[config.mk]
export PLATFORM = sky130hd
export DESIGN_NAME = sound_sequencer
export DESIGN_NICKNAME = d
export VERILOG_FILES = /design/src/rtl/sound_sequencer.sv
export SDC_FILE = /design/constraint.sdc
export NUM_CORES = 1
export LEC_CHECK = 0
export CAP_MARGIN = 20
export CORE_UTILIZATION = 39
export CTS_CLUSTER_DIAMETER = 30
export DETAILED_ROUTE_END_ITERATION = 16
export GPL_ROUTABILITY_DRIVEN = 1
export SLEW_MARGIN = 40
export SYNTH_ARGS = -nofsm -noshare
export SYNTH_HDL_FRONTEND = slang
export SYNTH_SLANG_ARGS = --single-unit
[constraint.sdc]
create_clock -name clk -period 4.9 [get_ports clk]
set_input_delay 0.98 -clock clk [delete_from_list [all_inputs] [get_ports clk]]
set_output_delay 0.98 -clock clk [all_outputs]
set_load 0.02 [all_outputs]
[src/rtl/sound_sequencer.sv]
// Timed note/delay sequencer feeding the square-wave sound block.
// Optional low-water IRQ enabled by defining SOUND_SEQ_IRQ_EN.
module sound_sequencer #(
  parameter int DEPTH_LOG2 = 4,
  parameter int TICK_DIV   = 50000,
  parameter int LOW_WATER  = 4
) (
  input  logic        clk,
  input  logic        rst,
  input  logic        en,
  input  logic        wr_en,
  input  logic [1:0]  addr,
  input  logic [15:0] data_in,
  output logic [15:0] data_out,
  output logic        snd_wr_en,
  output logic [15:0] snd_data,
  output logic        irq
);

  localparam int DEPTH = 1 << DEPTH_LOG2;
  localparam logic [15:0] TICK_RLD = 16'(TICK_DIV - 1);
  localparam logic [DEPTH_LOG2:0] LOW_W = (DEPTH_LOG2 + 1)'(LOW_WATER);
  localparam logic [DEPTH_LOG2-1:0] PTR_ONE = DEPTH_LOG2'(1);
  localparam logic [DEPTH_LOG2:0] LVL_ONE = (DEPTH_LOG2 + 1)'(1);

  typedef enum logic [1:0] {
    IDLE,
    EXEC,
    WAIT
  } state_t;

  state_t state_q, state_d;

  logic [16:0] mem_q [DEPTH];
  logic [DEPTH_LOG2-1:0] wptr_q, wptr_d;
  logic [DEPTH_LOG2-1:0] rptr_q, rptr_d;
  logic [DEPTH_LOG2:0] level_q, level_d;
  logic ovf_q, ovf_d;
  logic [16:0] cmd_q, cmd_d;
  logic [15:0] rem_q, rem_d;
  logic [15:0] tick_q, tick_d;
  logic snd_wr_en_q, snd_wr_en_d;
  logic [15:0] snd_data_q, snd_data_d;

  logic push_req;
  logic ctrl_wr;
  logic flush;
  logic full;
  logic push;
  logic pop;
  logic busy;

  // Decode CPU writes; fullness is judged before any same-cycle pop.
  always_comb begin
    push_req = wr_en && (addr == 2'd0 || addr == 2'd1);
    ctrl_wr  = wr_en && (addr == 2'd2);
    flush    = ctrl_wr && data_in[0];
    full     = level_q[DEPTH_LOG2];
    push     = push_req && !full && !flush;
    pop      = (state_q == IDLE) && en && (level_q != '0) && !flush;
    busy     = (state_q != IDLE) || (level_q != '0);
  end

  // FIFO pointer, level and overflow bookkeeping.
  always_comb begin
    wptr_d  = wptr_q;
    rptr_d  = rptr_q;
    level_d = level_q;
    ovf_d   = ovf_q;
    if (flush) begin
      wptr_d  = '0;
      rptr_d  = '0;
      level_d = '0;
      ovf_d   = 1'b0;
    end else begin
      if (push) wptr_d = wptr_q + PTR_ONE;
      if (pop)  rptr_d = rptr_q + PTR_ONE;
      if (push && !pop) level_d = level_q + LVL_ONE;
      if (pop && !push) level_d = level_q - LVL_ONE;
      if (push_req && full) ovf_d = 1'b1;
    end
  end

  // Playback FSM: fetch, execute a note or delay, then count ticks.
  always_comb begin
    state_d     = state_q;
    cmd_d       = cmd_q;
    rem_d       = rem_q;
    tick_d      = tick_q;
    snd_wr_en_d = 1'b0;
    snd_data_d  = snd_data_q;
    unique case (state_q)
      IDLE: begin
        if (pop) begin
          cmd_d   = mem_q[rptr_q];
          state_d = EXEC;
        end
      end
      EXEC: begin
        if (!cmd_q[16]) begin
          snd_wr_en_d = 1'b1;
          snd_data_d  = cmd_q[15:0];
          state_d     = IDLE;
        end else if (cmd_q[15:0] == '0) begin
          state_d = IDLE;
        end else begin
          rem_d   = cmd_q[15:0];
          tick_d  = TICK_RLD;
          state_d = WAIT;
        end
      end
      WAIT: begin
        if (en) begin
          if (tick_q != '0) begin
            tick_d = tick_q - 16'd1;
          end else if (rem_q == 16'd1) begin
            state_d = IDLE;
          end else begin
            rem_d  = rem_q - 16'd1;
            tick_d = TICK_RLD;
          end
        end
      end
      default: state_d = IDLE;
    endcase
    if (flush) begin
      state_d     = IDLE;
      snd_wr_en_d = 1'b0;
    end
  end

  // FIFO storage; unread slots never need a reset value.
  always_ff @(posedge clk) begin
    if (push) mem_q[wptr_q] <= {addr[0], data_in};
  end

  // State register with synchronous reset.
  always_ff @(posedge clk) begin
    if (rst) begin
      state_q     <= IDLE;
      wptr_q      <= '0;
      rptr_q      <= '0;
      level_q     <= '0;
      ovf_q       <= 1'b0;
      cmd_q       <= '0;
      rem_q       <= '0;
      tick_q      <= '0;
      snd_wr_en_q <= 1'b0;
      snd_data_q  <= '0;
    end else begin
      state_q     <= state_d;
      wptr_q      <= wptr_d;
      rptr_q      <= rptr_d;
      level_q     <= level_d;
      ovf_q       <= ovf_d;
      cmd_q       <= cmd_d;
      rem_q       <= rem_d;
      tick_q      <= tick_d;
      snd_wr_en_q <= snd_wr_en_d;
      snd_data_q  <= snd_data_d;
    end
  end

`ifdef SOUND_SEQ_IRQ_EN
  logic irq_en_q, irq_en_d;

  // Control bit1 arms the low-water interrupt.
  always_comb begin
    irq_en_d = irq_en_q;
    if (ctrl_wr) irq_en_d = data_in[1];
  end

  // IRQ enable register.
  always_ff @(posedge clk) begin
    if (rst) irq_en_q <= 1'b0;
    else     irq_en_q <= irq_en_d;
  end

  // Level-sensitive low-water interrupt.
  always_comb begin
    irq = irq_en_q && (level_q <= LOW_W);
  end
`else
  logic unused_low_water;

  // Interrupt feature absent: output held low.
  always_comb begin
    unused_low_water = (level_q <= LOW_W);
    irq = 1'b0;
  end
`endif

  // Status word and registered sound-block outputs.
  always_comb begin
    data_out = '0;
    data_out[DEPTH_LOG2:0] = level_q;
    data_out[14] = busy;
    data_out[15] = ovf_q;
    snd_wr_en = snd_wr_en_q;
    snd_data  = snd_data_q;
  end

endmodule

==> flow_metrics.env <==
export IMPL_synth_seq_area_share=0.687
export IMPL_h_tree_depth=3
export IMPL_post_synth_top_area_fraction=0.572
export IMPL_dieArea_um2=37400
export IMPL_synth_cell_type_count=61
export IMPL_dp_hpwl_mm=18.6
export IMPL_timing_reg2reg_setup_slack_ps=2260
export IMPL_slew_headroom=0.486
export IMPL_timing_clock_skew_ps=23.4
export IMPL_timing_critical_path_to="level_q[4]"
export IMPL_p_leak_nw=5.95
export IMPL_cts_post_setup_buffers_inserted=0
export IMPL_grt_antenna_before_repair=1
export IMPL_critical_path_top_delay_family="buffers and inverters"
export IMPL_cp_buf_inv_count=2
export IMPL_flip_flop_cell_with_the_highest_count_after_synthesis="edfxtp_1"
export IMPL_critPathRequiredTime_ps=5330
export IMPL_setup_worst_path_start_class="primary input"
export IMPL_gpl_final_weighted_congestion=0.816
export IMPL_period_share=0.700
export IMPL_final_max_slew_violation_count=0
export IMPL_clock_path_buffers=3
export IMPL_worstSetupPathDepth=13
export IMPL_syn_instance_count=956
export IMPL_min_delay_start="snd_data[15]"
export IMPL_yosys_top_cells_area="edfxtp_1 57%, dfxtp_1 11%, mux4_2 11%, a21oi_1 2.9%, nand2_1 2.1%"
export IMPL_drive_above_1_share=0.228
export IMPL_core_um2=35800
export IMPL_width_of_the_chip_um=193
export IMPL_r2r_cells=13
export IMPL_cts_resized=0
export IMPL_cts_hold_fix_buffers=0
export IMPL_share_of_synthesized_registers_carrying_an_async_set_or_reset=0
export IMPL_setup_tns_final_ps=0
export IMPL_synth_area_um2=14300
export IMPL_cpMaxStageDelayCell="clkdlybuf4s50_1"
export IMPL_path_class="in2reg"
export IMPL_first_pass_grt_wire_length_mm=49.9
export IMPL_min_period_ps=3430
export IMPL_worst_hold_path_type="reg2reg"
export IMPL_die_outline_height_um=193
export IMPL_cts_root_buffer_cell="clkbuf_16"
export IMPL_post_synth_top_area_cell="edfxtp_1"
export IMPL_routed_via_count=8475
export IMPL_drt_pass1_iterations=11
export IMPL_max_clock_freq_ghz=0.291
export IMPL_cts_tree="built"
export IMPL_grt_use_total=0.177
export IMPL_detail_route_drc_violations=7
export IMPL_grt_max_degree=46
export IMPL_route_final_wire_length_mm=32.7
export IMPL_antenna_cells_inserted=0
export IMPL_power_density_nw_per_um2=553
export IMPL_timing_hold_violations_final=0
export IMPL_vdd_drop_max_v=0.000308
export IMPL_ant_nets=0
export IMPL_initial_core_util=0.398
export IMPL_cts_inserted_buffers=77
export IMPL_cts_clk_slew_worst_paths_ps=50
export IMPL_crit_path_end_kind="flip-flop"
export IMPL_total_power_mw=9.91
export IMPL_io_pins=56
export IMPL_ys_warnings_count=0
export IMPL_grt_overflow=0
export IMPL_buffers_on_ports=45
export IMPL_synth_seq_cells=354
export IMPL_layout_area_overhead_vs_synth_pct=25.7
export IMPL_drt_iter0_drc=686
export IMPL_cp_arrival_ps=3860
export IMPL_finalNetCount=1085
export IMPL_critical_path_startpoint="data_in[0]"
export IMPL_clock_latency_on_the_worst_skew_pair_ps=590
export IMPL_grt_pass1_vias=8406
export IMPL_maxCapViolations=0
export IMPL_grt_setup_unrepaired="false"
export IMPL_synthesis_area_per_instance_um2=14.9
export IMPL_worst_flop_to_flop_path_endpoint="level_q[4]"
export IMPL_result_of_the_run="complete, but fails checks"
export IMPL_critical_path_cell_chain="clkdlybuf4s50_1, nand4b_1, nand4_1, inv_1, ha_1, xor2_1, ha_1, nor2_1, nor3b_1, o21ai_0, a31oi_1, xnor2_1, nor2_1"
export IMPL_placement_rows=69
export IMPL_timing_rr_start="level_q[1]"
export IMPL_setup_violating_endpoint_count_in_the_final_report=0
export IMPL_synth_edff_count=272
export IMPL_viasPerCell=5.39
export IMPL_path_max_fanout=17
export IMPL_slowest_stage_delay_on_critical_path_ps=720
export IMPL_avgRoutedWirePerCell_um=20.8
export IMPL_clock_sink_count=354
export IMPL_tightest_slew_ps=772
export IMPL_violations="design-rule violations"
[worst reg2reg max path: stages (launching register included)]
cell	delay (ps)
dfxtp_1	490
nor3_1	120
nand2_1	80
nand4_1	110
inv_1	180
ha_1	400
xor2_1	180
ha_1	200
nor2_1	60
nor3b_1	170
o21ai_0	110
a31oi_1	210
xnor2_1	130
nor2_1	50
[worst min path at each step]
stage,to,slack (ps),cells past startpoint
floorplan,ovf_q,440,2
global placement,snd_data[8],440,2
detailed placement,snd_data[14],450,2
CTS,snd_data[14],450,2
global route,snd_data[11],470,2
finish,snd_data[15],450,2
[layer usage]
| metal | global-route usage | part of all wire | vias to the layer above |
|---|---|---|---|
| li1 | - | - | 3896 |
| met1 | 0.243 | 0.45 | 4253 |
| met2 | 0.275 | 0.47 | 251 |
| met3 | 0.0411 | 0.058 | 73 |
| met4 | 0.0661 | 0.023 | 2 |
| met5 | 0 | 0.00037 | - |
[report_power, final]
part	internal, mW	total (mW)	switching (mW)
Combinational	0.602	1.22	0.621
Clock	3.49	5.15	1.66
Sequential	3.34	3.54	0.200
[flip-flops by register name, indices dropped and copies added (netlist names)]
signal	flops
rem_q	16
state_q	2
snd_data	16
mem_q	272
tick_q	16
cmd_q	17
wptr_q	4
rptr_q	4
snd_wr_en	1
ovf_q	1
level_q	5
[cell usage in the layout, fill, tap and decap left out, drive strengths merged, types with 3 or more instances in the layout]
master	netlist	routed
nor4	10	10
ha	13	13
clkinv	0	24
dfxtp	82	82
o21ai	25	25
a211oi	4	4
xor2	6	6
conb	1	10
a311oi	4	4
nand2b	9	9
a31oi	5	5
clkbuf	41	94
edfxtp	272	272
nand4	5	5
buf	28	31
inv	14	20
or4	3	3
nor3b	5	5
a22oi	35	35
clkinvlp	0	7
a21oi	83	83
xnor2	9	9
nor2	79	79
o31ai	4	4
bufinv	0	10
or3	4	4
nor2b	5	5
nor3	21	21
o41ai	3	3
nand2	81	81
clkdlybuf4s50	0	44
mux4	68	68
nand3	7	7
[cell type report]
| cell class | instances | area (um2) |
|---|---|---|
| Fill cell | 2943 | 17900 |
| Multi-Input combinational cell | 528 | 4200 |
| Sequential cell | 354 | 9820 |
| Tap cell | 461 | 577 |
| Inverter | 14 | 52.6 |
| Clock inverter | 47 | 597 |
| Clock buffer | 94 | 2030 |
| Timing Repair Buffer | 75 | 671 |
[stage by stage]
stage          std cells  hold WS (ps)  cell area (um2)  setup WS, ps  utilization
3_5_place_dp        1432           447            15300           876        0.427
2_1_floorplan        965           438            14300          1390            -
4_1_cts             1573           453            17900          1480        0.501
5_1_grt             1573           467            17900          1240        0.501
6_report            1573           450            17900          1470        0.501
3_3_place_gp        1432           443            15300           987        0.427
[synthesized netlist by cell type, types with 11 or more instances]
cell type and number:
nor2_1 78, nand2_1 81, ha_1 13, a21oi_1 83, edfxtp_1 272, inv_1 14, buf_2 11, mux4_2 68
a22oi_1 35, nor3_1 20, clkbuf_1 41, buf_4 13, dfxtp_1 82, o21ai_0 17
[cell families (layout without fill, tap and decap cells)]
logic type               Yosys count  after routing  share of synthesized area
multiplexers                      71             71                      0.109
buffers and inverters             83            230                     0.0267
other                              1             10                   0.000263
flip-flops                       354            354                      0.687
AND/OR/NAND/NOR                  239            239                     0.0778
AO/OA/AOI/OAI                    180            180                     0.0781
adder cells (fa/ha/maj)           13             13                     0.0114
XOR/XNOR                          15             15                    0.00920
Note: power is estimated with default switching activity, not from simulation.
